$ cat src/rtl/irq_sequencer.sv
// Multi-channel interrupt sequencer: latches requests, drains fetch, pushes the
// resume PC and flags to the stack, then redirects the PC to a per-channel vector.
module irq_sequencer #(
    parameter int                  N_IRQ         = 4,
    parameter int                  PC_WIDTH      = 32,
    parameter bit                  EDGE_MODE     = 1'b1,
    parameter int                  DRAIN_CYCLES  = 3,
    parameter logic [PC_WIDTH-1:0] VECTOR_BASE   = '0,
    parameter int                  VECTOR_STRIDE = 2
) (
    input  logic                                       clk,
    input  logic                                       rst,
    input  logic [N_IRQ-1:0]                           irq_in,
    input  logic                                       mask_we,
    input  logic [N_IRQ-1:0]                           mask_wdata,
    input  logic                                       branch_pending,
    input  logic [PC_WIDTH-1:0]                        pc_resume,
    input  logic [2:0]                                 flags_in,
    output logic                                       push_valid,
    output logic [15:0]                                push_data,
    input  logic                                       push_ready,
    output logic                                       stall_fetch,
    output logic                                       flush_fetch,
    output logic                                       pc_write,
    output logic [PC_WIDTH-1:0]                        pc_value,
    input  logic                                       rti,
    output logic                                       in_service,
    output logic [((N_IRQ > 1) ? $clog2(N_IRQ) : 1)-1:0] active_id,
    output logic [N_IRQ-1:0]                           pending
);

    localparam int ID_W    = (N_IRQ > 1) ? $clog2(N_IRQ) : 1;
    localparam int N_WORDS = PC_WIDTH / 16 + 1;
    localparam int WORD_W  = $clog2(N_WORDS + 1);
    localparam int DRAIN_W = (DRAIN_CYCLES > 1) ? $clog2(DRAIN_CYCLES) : 1;

    localparam logic [DRAIN_W-1:0]  DRAIN_LAST = DRAIN_W'(DRAIN_CYCLES - 1);
    localparam logic [WORD_W-1:0]   WORD_LAST  = WORD_W'(N_WORDS - 1);
    localparam logic [PC_WIDTH-1:0] STRIDE_PC  = PC_WIDTH'(VECTOR_STRIDE);

    typedef enum logic [2:0] {
        IDLE,
        DRAIN,
        PUSH,
        VECTOR,
        SERVICE
    } state_t;

    state_t               state, state_d;
    logic [N_IRQ-1:0]     irq_prev;
    logic [N_IRQ-1:0]     mask;
    logic [N_IRQ-1:0]     req;
    logic [N_IRQ-1:0]     cap_onehot;
    logic [ID_W-1:0]      cap_id;
    logic                 capture;
    logic [DRAIN_W-1:0]   drain_cnt, drain_cnt_d;
    logic [WORD_W-1:0]    word_idx, word_idx_d;
    logic [PC_WIDTH-1:0]  pc_saved;
    logic [2:0]           flags_saved;

    // Vector address wraps modulo 2^PC_WIDTH.
    function automatic logic [PC_WIDTH-1:0] vector_pc(input logic [ID_W-1:0] id);
        return VECTOR_BASE + PC_WIDTH'(id) * STRIDE_PC;
    endfunction

    assign req     = pending & mask;
    assign capture = (state == IDLE) && (|req) && !branch_pending;

    // Fixed priority: scan downward so the lowest set index is the last to win.
    always_comb begin
        cap_id     = '0;
        cap_onehot = '0;
        for (int i = N_IRQ - 1; i >= 0; i--) begin
            if (req[i]) begin
                cap_id = ID_W'(i);
            end
        end
        if (capture) begin
            cap_onehot[cap_id] = 1'b1;
        end
    end

    always_ff @(posedge clk) begin
        if (!rst) begin
            pending  <= '0;
            irq_prev <= '0;
            mask     <= '1;
        end else begin
            irq_prev <= irq_in;
            if (EDGE_MODE) begin
                pending <= (pending & ~cap_onehot) | (irq_in & ~irq_prev);
            end else begin
                pending <= irq_in;
            end
            if (mask_we) begin
                mask <= mask_wdata;
            end
        end
    end

    always_ff @(posedge clk) begin
        if (!rst) begin
            state     <= IDLE;
            drain_cnt <= '0;
            word_idx  <= '0;
            active_id <= '0;
        end else begin
            state     <= state_d;
            drain_cnt <= drain_cnt_d;
            word_idx  <= word_idx_d;
            if (capture) begin
                active_id <= cap_id;
            end
        end
    end

    // Frame contents are only read in PUSH, which is always preceded by a capture.
    always_ff @(posedge clk) begin
        if (capture) begin
            pc_saved    <= pc_resume;
            flags_saved <= flags_in;
        end
    end

    always_comb begin
        state_d     = state;
        drain_cnt_d = drain_cnt;
        word_idx_d  = word_idx;
        push_valid  = 1'b0;
        stall_fetch = 1'b0;
        flush_fetch = 1'b0;
        pc_write    = 1'b0;
        pc_value    = '0;
        in_service  = 1'b0;
        case (state)
            IDLE: begin
                if (capture) begin
                    state_d     = DRAIN;
                    drain_cnt_d = '0;
                end
            end
            DRAIN: begin
                stall_fetch = 1'b1;
                flush_fetch = 1'b1;
                if (drain_cnt == DRAIN_LAST) begin
                    state_d    = PUSH;
                    word_idx_d = '0;
                end else begin
                    drain_cnt_d = drain_cnt + 1'b1;
                end
            end
            PUSH: begin
                stall_fetch = 1'b1;
                push_valid  = 1'b1;
                if (push_ready) begin
                    if (word_idx == WORD_LAST) begin
                        state_d = VECTOR;
                    end else begin
                        word_idx_d = word_idx + 1'b1;
                    end
                end
            end
            VECTOR: begin
                pc_write    = 1'b1;
                pc_value    = vector_pc(active_id);
                flush_fetch = 1'b1;
                state_d     = SERVICE;
            end
            SERVICE: begin
                in_service = 1'b1;
                if (rti) begin
                    state_d = IDLE;
                end
            end
            default: begin
                state_d = IDLE;
            end
        endcase
    end

    // Stack frame order: PC most-significant halfword first, flags word last.
    always_comb begin
        push_data = '0;
        if (state == PUSH) begin
            if (word_idx == WORD_LAST) begin
                push_data = {13'b0, flags_saved};
            end else begin
                for (int w = 0; w < N_WORDS - 1; w++) begin
                    if (word_idx == WORD_W'(w)) begin
                        push_data = pc_saved[PC_WIDTH-1-16*w -: 16];
                    end
                end
            end
        end
    end

endmodule

$ cat config.mk
export PLATFORM = sky130hd
export DESIGN_NAME = irq_sequencer
export DESIGN_NICKNAME = d
export VERILOG_FILES = /design/src/rtl/irq_sequencer.sv
export SDC_FILE = /design/constraint.sdc
export NUM_CORES = 1
export LEC_CHECK = 0
export ABC_AREA = 1
export BUFFER_PORTS_ARGS = -buffer_cell sky130_fd_sc_hd__clkbuf_2
export CAP_MARGIN = 40
export CORE_MARGIN = 2
export CORE_UTILIZATION = 43
export DETAILED_ROUTE_END_ITERATION = 7
export PLACE_DENSITY = 0.88
export SYNTH_ARGS = -nofsm -noshare
export SYNTH_HDL_FRONTEND = slang
export SYNTH_SLANG_ARGS = --single-unit
$ cat constraint.sdc
create_clock -name clk -period 1.8 [get_ports clk]
set_clock_uncertainty 0.15 [all_clocks]
set_input_delay 0.36 -clock clk [delete_from_list [all_inputs] [get_ports clk]]
set_output_delay 0.36 -clock clk [all_outputs]
set_load 0.1 [all_outputs]
Word level (Yosys, flattened, before mapping)
Cells that the tools add are included.
Word-level totals
  register bits: 56
  word-level logic and storage cells: 77
  input port bits: 49
  output and inout bits: 59
Cells by class
  equality and inequality tests: 14
  bitwise logic cells: 6
  muxes and demuxes: 30
  $lt $le $gt $ge: 2
  add/subtract/negate cells: 2
  reductions and logical operators: 14
Operators with widths (count)
  16-bit 2-to-1 mux: 4
  2-bit 2-to-1 mux: 9
  3-bit 2-to-1 mux: 6
  3-bit one-hot mux with 5 select lines: 1
  2-bit inequality test, second input constant: 7
  4-bit AND: 3
  4-bit inverter: 2
  2-bit one-hot mux with 2 select lines: 2
  3-bit by 2-bit == test with 1-bit output, second input constant: 2
  1-bit 2-to-1 mux: 6
  5-bit AND reduction: 1
  2-bit by 1-bit adder with 2-bit output, second input constant: 2
  2-bit == test, second input constant: 2
  4-bit 2-to-1 mux: 1
  4-bit OR: 1
  4-bit AND reduction: 1
  2-bit nonzero test: 2
  2-bit OR reduction: 2
  4-bit OR reduction: 1
  3-bit by 1-bit == test with 1-bit output, second input constant: 1
  3-bit == test, second input constant: 1
  1-bit logical AND: 3
  3-bit logical NOT: 1
  2-bit by 3-bit less-than comparator with 1-bit output, second input constant: 1
  6 further kinds: 6

Longest topological paths before layout
Gate-level depths: netlist (run 1).
  depth after elaboration: 13
  depth in mapped cells: 9
  mapped depth without buffers: 9

Worst setup path after synthesis (run 1)
Ideal clock, no wire load.
  path type: register to output
  start: register word_idx[1]
  end: output port push_data[0]
  data required time: 1290 ps
  path slack: -1858 ps
  cell stages (with the launch flop): 7
  path buffers: 1
  data arrival time: 3148 ps
  cells stage by stage: dfxtp_1 inv_1 ha_1 buf_2 inv_1 nor2_1 o31ai_1
Between the ends
  longest elaborated chain between the ends: 5
  elaborated cells on any way between the ends: 7
  classes of those cells: eq/ne (2); mux (4); reduce/logical (1)
Ends and longest elaborated chain
  start, declared: line 57  | logic [WORD_W-1:0] word_idx, word_idx_d;
  start signal, assigned: line 110  | word_idx <= word_idx_d;
  2-bit logical NOT: line 189  | if (word_idx == WORD_W'(w)) begin
  16-bit 2-to-1 mux (2 in a row): line 189
  16-bit 2-to-1 mux (*): line 185  | if (word_idx == WORD_LAST) begin
  16-bit 2-to-1 mux (*): line 184  | if (state == PUSH) begin
  end, declared: line 20  | output logic [15:0] push_data,
Every way passes the cells marked *; elsewhere a longest branch is shown, timed or not.

Final worst setup path (run 1)
Ends and elaborated chain as after synthesis.

==> results list, run 1 <==
- The cell sitting at the root of the clock tree is a sky130_fd_sc_hd__clkbuf_8.
- 108 I/O pins were placed.
- From bottom edge to top edge, the die measures 82.0 um.
- TritonCTS built the clock tree.
- Most common cell after layout, fill and taps aside: sky130_fd_sc_hd__clkbuf_2
- Area of the die: 6730 sq um
* Result of the run: complete, but fails checks
- The number of antenna violations at the first check in global routing is 0.
- For this run, the post-layout net count is 437.
- The critical path is of the flop to output port type.
- The final reports fail on setup timing.
- Post-Route Utilization: 71.5%
- Ys flop type: sky130_fd_sc_hd__edfxtp_1
- EDFF count, synth: 35
- Counting along the longest clock path gives a buffer depth of 2.
- STA classifies the critical path endpoint as an output port.
- The routed layout has 2291 vias.
* Most frequent cells in the layout: sky130_fd_sc_hd__clkbuf_2, sky130_fd_sc_hd__nand2_1, sky130_fd_sc_hd__edfxtp_1
* Highest clock rate: 0.448 GHz
* Sinks on the clock net: 56
- Library cell with the largest summed area after synthesis: sky130_fd_sc_hd__edfxtp_1
- Clock-pin slew was measured on the worst setup and hold paths at 0.10 ns.
- Initial DRC count: 124
- STA classifies the critical path startpoint as a flop.
- The initial utilization of the core area, before any placement, comes to 44.2%.
- Unrepaired setup endpoints after global routing: yes
* CTS Buf Count: 5
- Counting flops and latches in the post-synthesis netlist gives 56.
- By area the synthesized netlist is led by sky130_fd_sc_hd__edfxtp_1, sky130_fd_sc_hd__dfxtp_1, sky130_fd_sc_hd__buf_4.
- After layout, the minimum clock period comes to 2.23 ns.
- Averaged over all synthesized cells, the footprint is 9.45 sq um.
* Layout cell share with drive strength beyond 1: 51.4%
* Buffers added on ports: 77
- Power Density: 1900 nW/um^2
- At the pin with the least slew margin, the transition time is 0.556 ns.
- Standard-cell rows: 28
* Setup TNS: -6.55 ns
* Growth of design area from synthesis to finish: 61.6%
- The total overflow left after global routing is 0.
- In this run the tightest slew margin relative to its limit is 63.1%.
- The count of nets left with antenna violations once routing finished came out at 0.
- Post-DR wirelength/cell: 15.3 um
- In this run the static leakage power is 1.79 nW.
- For the worst setup path, the data arrival time is 1.72 ns.
- Pin count of the biggest net entering global routing: 20
* Critical-path maximum fanout: 3
- Count of distinct cell types in the synthesized netlist: 28
* Antenna diode count: 0
- At the worst endpoint, the required time is 1.29 ns.
- Gate count of the mapped netlist: 277
- Across the run, the number of max-cap violations was 0.
* Average via count per standard cell: 4.98
* Insertion delay of the later-clocked pin in the worst-skew pair: 0.31 ns
- Share of the yosys chip area belonging to registers: 56.2%
- Once routing completed, OpenROAD measured the worst setup slack at -0.431 ns.
- Cell area after technology mapping: 2620 sq um
- In this run the standard cell core region covers 5920 sq um.
- Global-route wire length before repair: 10600 um
* HPWL after detailed placement: 4750 um
* Detailed-routing iteration count for the pre-antenna-repair pass: 5
- The number of hold violations in the final report came to 0.
- The top cell type by area accounts for 40.1% of the synthesized area.
- Counting flops with an async set or reset pin after synthesis yields a share of 0%.
- The final layout contains routed wiring with a total length of 7030 um.
- H-tree levels: 2
- Summing internal, switching and leakage power gives 0.00804 W.
- At the end of routability-driven placement, the weighted congestion stood at 0.848.
* Synthesis Warnings: 0
- Post-detailed-route DRC marker count: 0
* Total global-route track usage: 21.4%
* Final critical-path share of the clock period: 124%
- HP Class: input port to flop
* Max-slew violations: 0
- Via count of the first global-routing pass: 2304
* Maximum ir drop on the vdd rail: 1.13 mV
- Final setup fails: 22
- Measured along the x axis, the die boundary spans 82.0 um.
cell usage after synthesis (3+ instances only):
cell / instances
sky130_fd_sc_hd__a21oi_1: 22
sky130_fd_sc_hd__buf_2: 5
sky130_fd_sc_hd__nor2_1: 15
sky130_fd_sc_hd__inv_2: 4
sky130_fd_sc_hd__buf_4: 31
sky130_fd_sc_hd__nor2_2: 3
sky130_fd_sc_hd__edfxtp_1: 35
sky130_fd_sc_hd__nand3_1: 33
sky130_fd_sc_hd__nand2_1: 57
sky130_fd_sc_hd__o31ai_1: 3
sky130_fd_sc_hd__dfxtp_1: 21
sky130_fd_sc_hd__ha_1: 4
sky130_fd_sc_hd__inv_1: 22
registers in the layout, summed over array words and instances (netlist names):
| name | flops |
|---|---|
| pending | 4 |
| drain_cnt | 2 |
| mask | 4 |
| active_id | 2 |
| pc_saved | 32 |
| state | 3 |
| word_idx | 2 |
| flags_saved | 3 |
| irq_prev | 4 |
kinds of logic after synthesis:
| group | count (synthesis) | synth area share (%) |
|---|---|---|
| flops | 56 | 56.2 |
| simple gates | 121 | 21.4 |
| buf+inv | 65 | 14.0 |
| fa+ha+maj | 4 | 1.91 |
| compound gates | 30 | 6.40 |
| other cells | 1 | 0.143 |
stage by stage:
| step | std cells | hold slack, ns | worst slack [ns] | cell area [sq um] |
|---|---|---|---|---|
| 2_1_floorplan | 306 | 0.237 | -0.412 | 3070 |
| 5_1_grt | 460 | 0.0570 | -0.474 | 4230 |
| 3_3_place_gp | 436 | 0.242 | -0.117 | 3790 |
| 6_report | 460 | 0.0690 | -0.431 | 4230 |
| 4_1_cts | 454 | 0.0585 | -0.451 | 4070 |
| 3_5_place_dp | 436 | 0.254 | -0.145 | 3790 |
critical path, cell delays in order (launching register included):
cell	delay [ns]
sky130_fd_sc_hd__dfxtp_2	0.35
sky130_fd_sc_hd__inv_2	0.08
sky130_fd_sc_hd__buf_4	0.12
sky130_fd_sc_hd__ha_4	0.14
sky130_fd_sc_hd__buf_4	0.13
sky130_fd_sc_hd__a21oi_1	0.10
sky130_fd_sc_hd__o31ai_4	0.28
sky130_fd_sc_hd__buf_12	0.21
layout make-up:
type | instances | area (sq um)
clock buffers | 7 | 101
clock inverters | 1 | 8.76
fillers | 383 | 1690
inverters | 26 | 125
multi-input cells | 185 | 1300
flip-flops and latches | 56 | 1500
well taps | 75 | 93.8
repair buffers | 109 | 1090
repair inverters | 1 | 11.3
power by group:
group,switching [W],total [W],internal (W)
Combinational,0.00348,0.00543,0.00195
Sequential,0.000147,0.00182,0.00167
Clock,0.000418,0.000798,0.000381
Total,0.00405,0.00804,0.00399
timing repair:
item,CTS,global route
pin swaps,10,17
setup endpoints to repair,22,26
gates resized for setup,15,34
cloned,2,0
setup buffers,8,10
hold buffers,0,0
metal layers:
layer,wire (um),vias to the layer above,global-route usage (%),part of all wire [%]
met5,0,-,0,0
met2,3620,117,37.7,52
met3,448,23,4.51,6.4
met4,299,0,12.7,4.3
li1,-,1065,-,-
met1,2650,1086,23.5,38
worst paths after layout:
path	depth (start not counted)	slack, ns	to	startpoint
worst max register to register	10	0.05	word_idx[1]	word_idx[0]
worst min register to register	1	0.27	pending[3]	irq_prev[3]
worst max-delay path	7	-0.43	push_data[0]	word_idx[1]
worst min-delay path	1	0.07	pc_saved[8]	pc_resume[8]
(Power assumes the default switching activity.)
==> run 2, diff against run 1 <==
- ABC_CLOCK_PERIOD_IN_PS: not set -> 1800
- GPL_TIMING_DRIVEN: not set -> 0
- TNS_END_PERCENT: not set -> 5
==> run 2 against run 1 <==
Against the previous run:
- total power shrank 5.2%
- sequential share of layout area shrank 1.1 points
- routed wire length decreased by 2.4%
- the flow still finishes with violations (setup timing)
- first-iteration DRC count is 25% lower
- via count down 1.4%
- largest cell class unchanged
- sequential power about the same
- clock power increased by 6.9%
- count of clock-buffer cells in the layout shrank 2
- critical path depth unchanged
- flip-flop and latch count stayed put
- largest power group unchanged
- utilization up 1.6 points
- cell count increased by 3.0%
==> results list, run 2 (same netlist as run 1, synthesis figures left out) <==
- Result of the run: complete, but fails checks (unchanged).
- Violations in the final reports: setup timing (unchanged)
- The type of the most critical hold path is input port to flop (unchanged).
- The worst slew slack as a fraction of its limit is 63.9% (was 63.1%).
- The maximum clock rate came to 0.444 GHz (was 0.448 GHz).
- The root buffer selected by CTS is sky130_fd_sc_hd__clkbuf_8 (unchanged).
- The number of CTS-inserted buffers is 5 (unchanged).
- The power density normalized to cell area is 1760 nW/um^2 (was 1900 nW/um^2).
* Inst Count DP: 457 (was 436)
- The first-pass iteration count of the detailed router came to 4 (was 5).
- Remaining antenna violation count after routing: 0 (unchanged)
- Routability-driven placement congestion ratio: 0.783 (was 0.848)
- Chip height: 82.0 um (unchanged)
- Global-route wire length before repair: 10900 um (was 10600 um)
- The proportion of layout cells with a drive suffix above 1 came to 50.1% (was 51.4%).
* Register with the most flip-flops: pc_saved (unchanged)
- The post-layout net count came to 451 (was 437).
* Maximum ir drop on the vdd rail: 0.938 mV (was 1.13 mV)
- The CTS tree is done (unchanged).
- The area of the core came to 5920 sq um (unchanged).
- Cts-stage hold buffer count: 0 (unchanged)
* Final critical path time including I/O delays and setup: 2.25 ns (was 2.23 ns)
- The total vias in the final route came to 2260 (was 2291).
* Crit start category: flop (unchanged)
* Maximum count of clock buffers along a single path: 2 (unchanged)
- Post-route non-filler standard cell count: 474 (was 460)
* Max reg flops: 32 (unchanged)
* Setup TNS: -6.52 ns (was -6.55 ns)
- The largest net degree at the start of global routing was 38 (was 20).
- The arrival time reported for the critical path endpoint was 1.74 ns (was 1.72 ns).
* Overall power of the completed layout: 0.00762 W (was 0.00804 W)
- I/O pin count: 108 (unchanged)
* Worst EP required: 1.29 ns (about the same)
- Most frequent cells in the layout: sky130_fd_sc_hd__nand2_1, sky130_fd_sc_hd__clkbuf_2, sky130_fd_sc_hd__buf_4 (was sky130_fd_sc_hd__clkbuf_2, sky130_fd_sc_hd__nand2_1, sky130_fd_sc_hd__edfxtp_1)
- The number of antenna violations at the first check in global routing came to 0 (unchanged).
- Placed instance area: 3470 sq um (was 3790 sq um)
- Unrepaired setup endpoints after global routing: yes (unchanged).
- Standard-cell rows: 28 (unchanged)
- The overall overflow remaining after global route was 0 (unchanged).
- Insertion delay of the later-clocked pin in the worst-skew pair: 0.32 ns (was 0.31 ns)
- Post-detailed-route DRC marker count: 0 (unchanged)
* H-tree levels: 2 (unchanged)
- Crit Path Class: flop to output port (unchanged)
- Layout fillers: 374 (was 383)
- Worst setup EP type: output port (unchanged)
- Drt total wl: 6860 um (was 7030 um)
- Area of all placed cells without fillers: 4330 sq um (was 4230 sq um)
* Max-slew violations: 0 (unchanged)
- Number of max-cap violations: 0 (unchanged)
- Final setup fails: 21 (was 22)
- The clock-pin slew reported for the worst setup and hold paths after clock tree synthesis came to 0.11 ns (was 0.10 ns).
- The via-per-instance ratio was 4.77 (was 4.98).
* Setup ws final: -0.452 ns (was -0.431 ns)
- The placed wire-length estimate after detailed placement came to 4190 um (was 4750 um).
- Hold WS: 0.0573 ns (was 0.0690 ns)
* Total global-route track usage: 21.8% (was 21.4%)
* Static leakage: 1.90 nW (was 1.79 nW)
- The wire length per cell is 14.5 um (was 15.3 um).
- The total number of clock tree sinks came to 56 (unchanged).
* Via count of the first global-routing pass: 2222 (was 2304)
- The x dimension of the die was 82.0 um (unchanged).
- Critical-path maximum fanout: 6 (was 3)
- The slew at the pin closest to its max-slew limit is 0.544 ns (was 0.556 ns).
* Antenna diode count: 0 (unchanged)
- The detailed router's first-iteration violation count is 93 (was 124).
- The count of buffers inserted at the top-level ports was 76 (was 77).
* Growth of design area from synthesis to finish: 65.3% (was 61.6%)
* Initial cell density of the core: 44.2% (unchanged)
- Final critical-path share of the clock period: 125% (was 124%)
- The number of hold violations in the final report is 0 (unchanged).
* Area of the die: 6730 sq um (unchanged)
## run 2: cell count changes in the layout (fill, tap and decap cells not counted), sizes merged
cell	previous run	this run
clkbuf	61	83
buf	55	46
bufinv	0	1
clkinv	0	1
inv	26	25
## run 2: repair_timing
action | 4_1_cts | 5_1_grt
setup buffers | 10 | 0
pin swaps | 15 | 11
endpoints found under the hold margin | 0 | 0
gates resized for setup | 108 | 4
setup endpoints to repair | 60 | 60
cloned | 1 | 0
## run 2: per-stage QoR
| step | setup slack [ns] | util [%] |
|---|---|---|
| 3_3_place_gp | -0.593 | 58.6 |
| 6_report | -0.452 | 73.1 |
| 4_1_cts | -0.397 | 73.0 |
| 2_1_floorplan | -0.412 | - |
| 3_5_place_dp | -0.632 | 58.6 |
| 5_1_grt | -0.515 | 73.1 |
## run 2: final timing paths
kind                      start            to  slack, ns  depth (start not counted)
setup / recovery    word_idx[1]  push_data[2]      -0.45                          7
setup reg to reg       state[1]    pending[1]       0.12                          9
hold reg to reg     irq_prev[0]    pending[0]       0.28                          1
hold / removal    pc_resume[14]  pc_saved[14]       0.06                          1
## run 2: area by class of cell
class                      count  area, sq um  area share, %
inverter                      26          125           2.89
multi-input combinational    185         1230           28.5
sequential                    56         1490           34.3
tap                           75         93.8           2.17
clock inverter                 3         46.3           1.07
buffer                        37          314           7.25
clock buffer                   5         68.8           1.59
timing repair buffer          87          960           22.2
## run 2: worst max-delay path, stage by stage, from the launching register on
cell and delay (ns):
sky130_fd_sc_hd__dfxtp_2 0.35, sky130_fd_sc_hd__buf_6 0.12, sky130_fd_sc_hd__ha_4 0.16, sky130_fd_sc_hd__inv_2 0.07, sky130_fd_sc_hd__nand3_4 0.09, sky130_fd_sc_hd__buf_12 0.17
sky130_fd_sc_hd__o31ai_4 0.22, sky130_fd_sc_hd__clkbuf_16 0.25
## run 2: metal layers
metal	up-vias	share of wire, %	track usage, %
met4	0	1.2	5.00
met1	1047	35	22.5
li1	1089	-	-
met3	11	8.1	5.71
met2	113	56	43.3
met5	-	0	0
## run 2: report_power, final
group	switching [W]	leakage [nW]	total, W	internal [W]
logic	0.00323	1.34	0.00496	0.00173
registers	0.000145	0.503	0.00181	0.00167
clock network	0.000430	0.0600	0.000853	0.000422
total	0.00381	1.90	0.00762	0.00382
==> run 3, diff against run 2 <==
- ABC_CLOCK_PERIOD_IN_PS: 1800 -> 2100
- CORE_UTILIZATION: 43 -> 48
- PLACE_DENSITY: 0.88 -> 0.92
- REMOVE_ABC_BUFFERS: not set -> 1
- clock period: 1.8 -> 2.1 ns (I/O delays scaled with it)
==> run 3 against run 2 <==
Against the previous run:
- critical path depth down 1
- total power down 23%
- non-clock buffer count down 31
- hold slack better by 0.063 ns
- routed wire length down 13%
- via count down 6.5%
- register-to-register slack better by 0.13 ns
- combinational power down 26%
- flip-flop and latch count unchanged
- the flow still finishes with violations (setup timing)
==> results list, run 3 (same netlist as run 1, synthesis figures left out) <==
* HP Class: input port to flop (unchanged)
* Most frequent cells in the layout: sky130_fd_sc_hd__nand2_1, sky130_fd_sc_hd__clkbuf_2, sky130_fd_sc_hd__edfxtp_1 (was sky130_fd_sc_hd__nand2_1, sky130_fd_sc_hd__clkbuf_2, sky130_fd_sc_hd__buf_4)
* Clock transition at the registers of the reported paths: 0.11 ns (about the same)
- Average via count per standard cell: 4.80 (was 4.77)
* Post-detailed-route DRC marker count: 0 (unchanged)
- Core Footprint: 5170 sq um (was 5920 sq um)
* Result of the run: complete, but fails checks (unchanged)
* Slowest stage delay, CP: 0.35 ns (about the same)
- The minimum setup slack in the final design came to -0.177 ns (was -0.452 ns).
- Crit Path Class: flop to output port (unchanged)
- The sort of element at the start of the critical path is a flop (unchanged).
- The standby leakage power came to 1.61 nW (was 1.90 nW).
- Die width: 77.9 um (was 82.0 um)
- Antenna diode count: 0 (unchanged)
- The number of CTS-inserted buffers came to 5 (unchanged).
* Initial antenna violation count: 0 (unchanged)
* Remaining Overflow, GRT: 0 (unchanged)
* Max stage delay cell, worst path: sky130_fd_sc_hd__dfxtp_2 (unchanged)
- The worst-skew pair later-pin latency came to 0.32 ns (about the same).
- Subtracting the final worst setup slack from the clock period gives 2.28 ns.
- The die outline height is 77.9 um (was 82.0 um).
- The worst hold slack after final layout came to 0.120 ns (was 0.0573 ns).
- The placed standard-cell area is 2930 sq um (was 3470 sq um).
- Setup TNS: -1.98 ns (was -6.52 ns)
- Standard-cell rows: 26 (was 28)
- Drt total wl: 6000 um (was 6860 um)
- The proportion of layout cells with a drive suffix above 1 is 41.4% (was 50.1%).
* Buffers & Inverters on Critical Path: 3 (was 4)
- Library cell used as clock root buffer: sky130_fd_sc_hd__clkbuf_8 (unchanged)
- Derived from the worst setup path, the maximum achievable clock frequency is 0.439 GHz.
- Sinks on the clock net: 56 (unchanged)
* Global-route wire length before repair: 9740 um (was 10900 um)
- Unrepaired setup endpoints after global routing: yes (unchanged).
- The cell area after layout is 3670 sq um (was 4330 sq um).
* Power Density: 1590 nW/um^2 (was 1760 nW/um^2)
* Arr. time, crit path: 1.71 ns (was 1.74 ns)
* Clock tree from TritonCTS: done (unchanged)
- Cell family contributing the most delay on the critical path: buffers and inverters (unchanged)
- Series of cell instances along the critical path: buf_6 > ha_4 > inv_6 > nand3_4 > o31ai_4 > clkbuf_16 (was buf_6 > ha_4 > inv_2 > nand3_4 > buf_12 > o31ai_4 > clkbuf_16).
- The number of nets with antenna violations after routing was 0 (unchanged).
* Worst setup EP type: output port (unchanged)
* Post-DR wirelength/cell: 13.6 um (was 14.5 um)
- Final setup fails: 16 (was 21)
* Maximum count of clock buffers along a single path: 2 (unchanged)
* Worst EP required: 1.53 ns (was 1.29 ns)
- Critical-path maximum fanout: 4 (was 6)
- The total count of max-transition violations in the final report came to 0 (unchanged).
- Max reg flops: 32 (unchanged)
- Growth of design area from synthesis to finish: 40.1% (was 65.3%)
* Number of max-cap violations: 0 (unchanged)
- The initial cell density of the core is 50.6% (was 44.2%).
* Violations in the final reports: setup timing (unchanged)
- Nets: 422 (was 451)
* Worst slew pin tran: 0.548 ns (was 0.544 ns)
- Routability-driven placement congestion ratio: 0.757 (was 0.783)
* Maximum ir drop on the vdd rail: 0.839 mV (was 0.938 mV)
- The worst slew slack as a fraction of its limit came to 63.6% (was 63.9%).
* Via count: 2114 (was 2260)
- The largest net degree at the start of global routing is 38 (unchanged).
- Overall power of the completed layout: 0.00584 W (was 0.00762 W)
- Final critical-path share of the clock period: 108%
* Total global-route track usage: 20.6% (was 21.8%)
* Cts-stage hold buffer count: 0 (unchanged)
- Detailed-routing iteration count for the pre-antenna-repair pass: 4 (unchanged)
- H-tree levels: 2 (unchanged)
- The detailed router's first-iteration violation count came to 168 (was 93).
- The number of hold violations in the final report is 0 (unchanged).
- Register with the most flip-flops: pc_saved (unchanged)
* Via count of the first global-routing pass: 2059 (was 2222)
- The count of buffers inserted at the top-level ports came to 77 (was 76).
* HPWL after detailed placement: 3600 um (was 4190 um)
- The top-level I/O count was 108 (unchanged).
* Area of the die: 6060 sq um (was 6730 sq um)
-- run 3: cell types whose count changed in the layout (fill, tap and decap cells not counted), sizes merged --
cell and delta:
clkbuf -7, bufinv -1, clkinv -1, clkinvlp -1, buf -22, inv +1, nand3 +2
-- run 3: metrics by stage --
step           setup WS, ns  instances  util [%]
3_3_place_gp         -0.705        414      56.7
4_1_cts              -0.173        440      69.5
2_1_floorplan         -1.83        267         -
5_1_grt              -0.234        440      70.9
3_5_place_dp         -0.732        414      56.7
6_report             -0.177        440      70.9
-- run 3: path summary, 6_finish.rpt --
path                 startpoint      endpoint  slack [ns]  cells after the start
hold / removal    pc_resume[17]  pc_saved[17]        0.12                      1
setup reg to reg       state[2]    pending[1]        0.25                      9
setup / recovery    word_idx[1]  push_data[1]       -0.18                      6
hold reg to reg     irq_prev[0]    pending[0]        0.28                      1
-- run 3: timing repair --
action / in CTS / in global routing
endpoints found under the setup margin: 22 / 22
resized for setup: 89 / 26
pin swaps: 10 / 7
cloned: 3 / 0
buffers inserted: 15 / 1
-- run 3: where the power goes --
group	switching (W)	leakage, nW	internal [W]
Combinational	0.00254	1.07	0.00113
Clock	0.000352	0.0458	0.000246
Sequential	0.000152	0.502	0.00143
-- run 3: cell type report --
type,instances,area (sq um)
inverters,26,114
clock buffers,7,77.6
clock inverters,1,8.76
well taps,70,87.6
repair buffers,93,800
multi-input cells,187,1100
flip-flops and latches,56,1480
fillers,382,1500
-- run 3: worst reg2reg max path: stages, from the launching register on --
cell and delay, ns:
sky130_fd_sc_hd__dfxtp_2 0.37, sky130_fd_sc_hd__nor2_4 0.16, sky130_fd_sc_hd__buf_4 0.14, sky130_fd_sc_hd__nand2_2 0.08
sky130_fd_sc_hd__nor2_4 0.13, sky130_fd_sc_hd__nand2_4 0.09, sky130_fd_sc_hd__inv_4 0.35, sky130_fd_sc_hd__nand3_1 0.13
sky130_fd_sc_hd__nand3_1 0.10, sky130_fd_sc_hd__nand2_1 0.05
-- run 3: layer usage --
metal	vias to the layer above	track usage, %	part of all wire [%]
met5	-	0	0
met4	0	5.36	1.6
met3	10	5.12	5.4
met2	86	35.3	51
met1	979	25.9	42
li1	1039	-	-
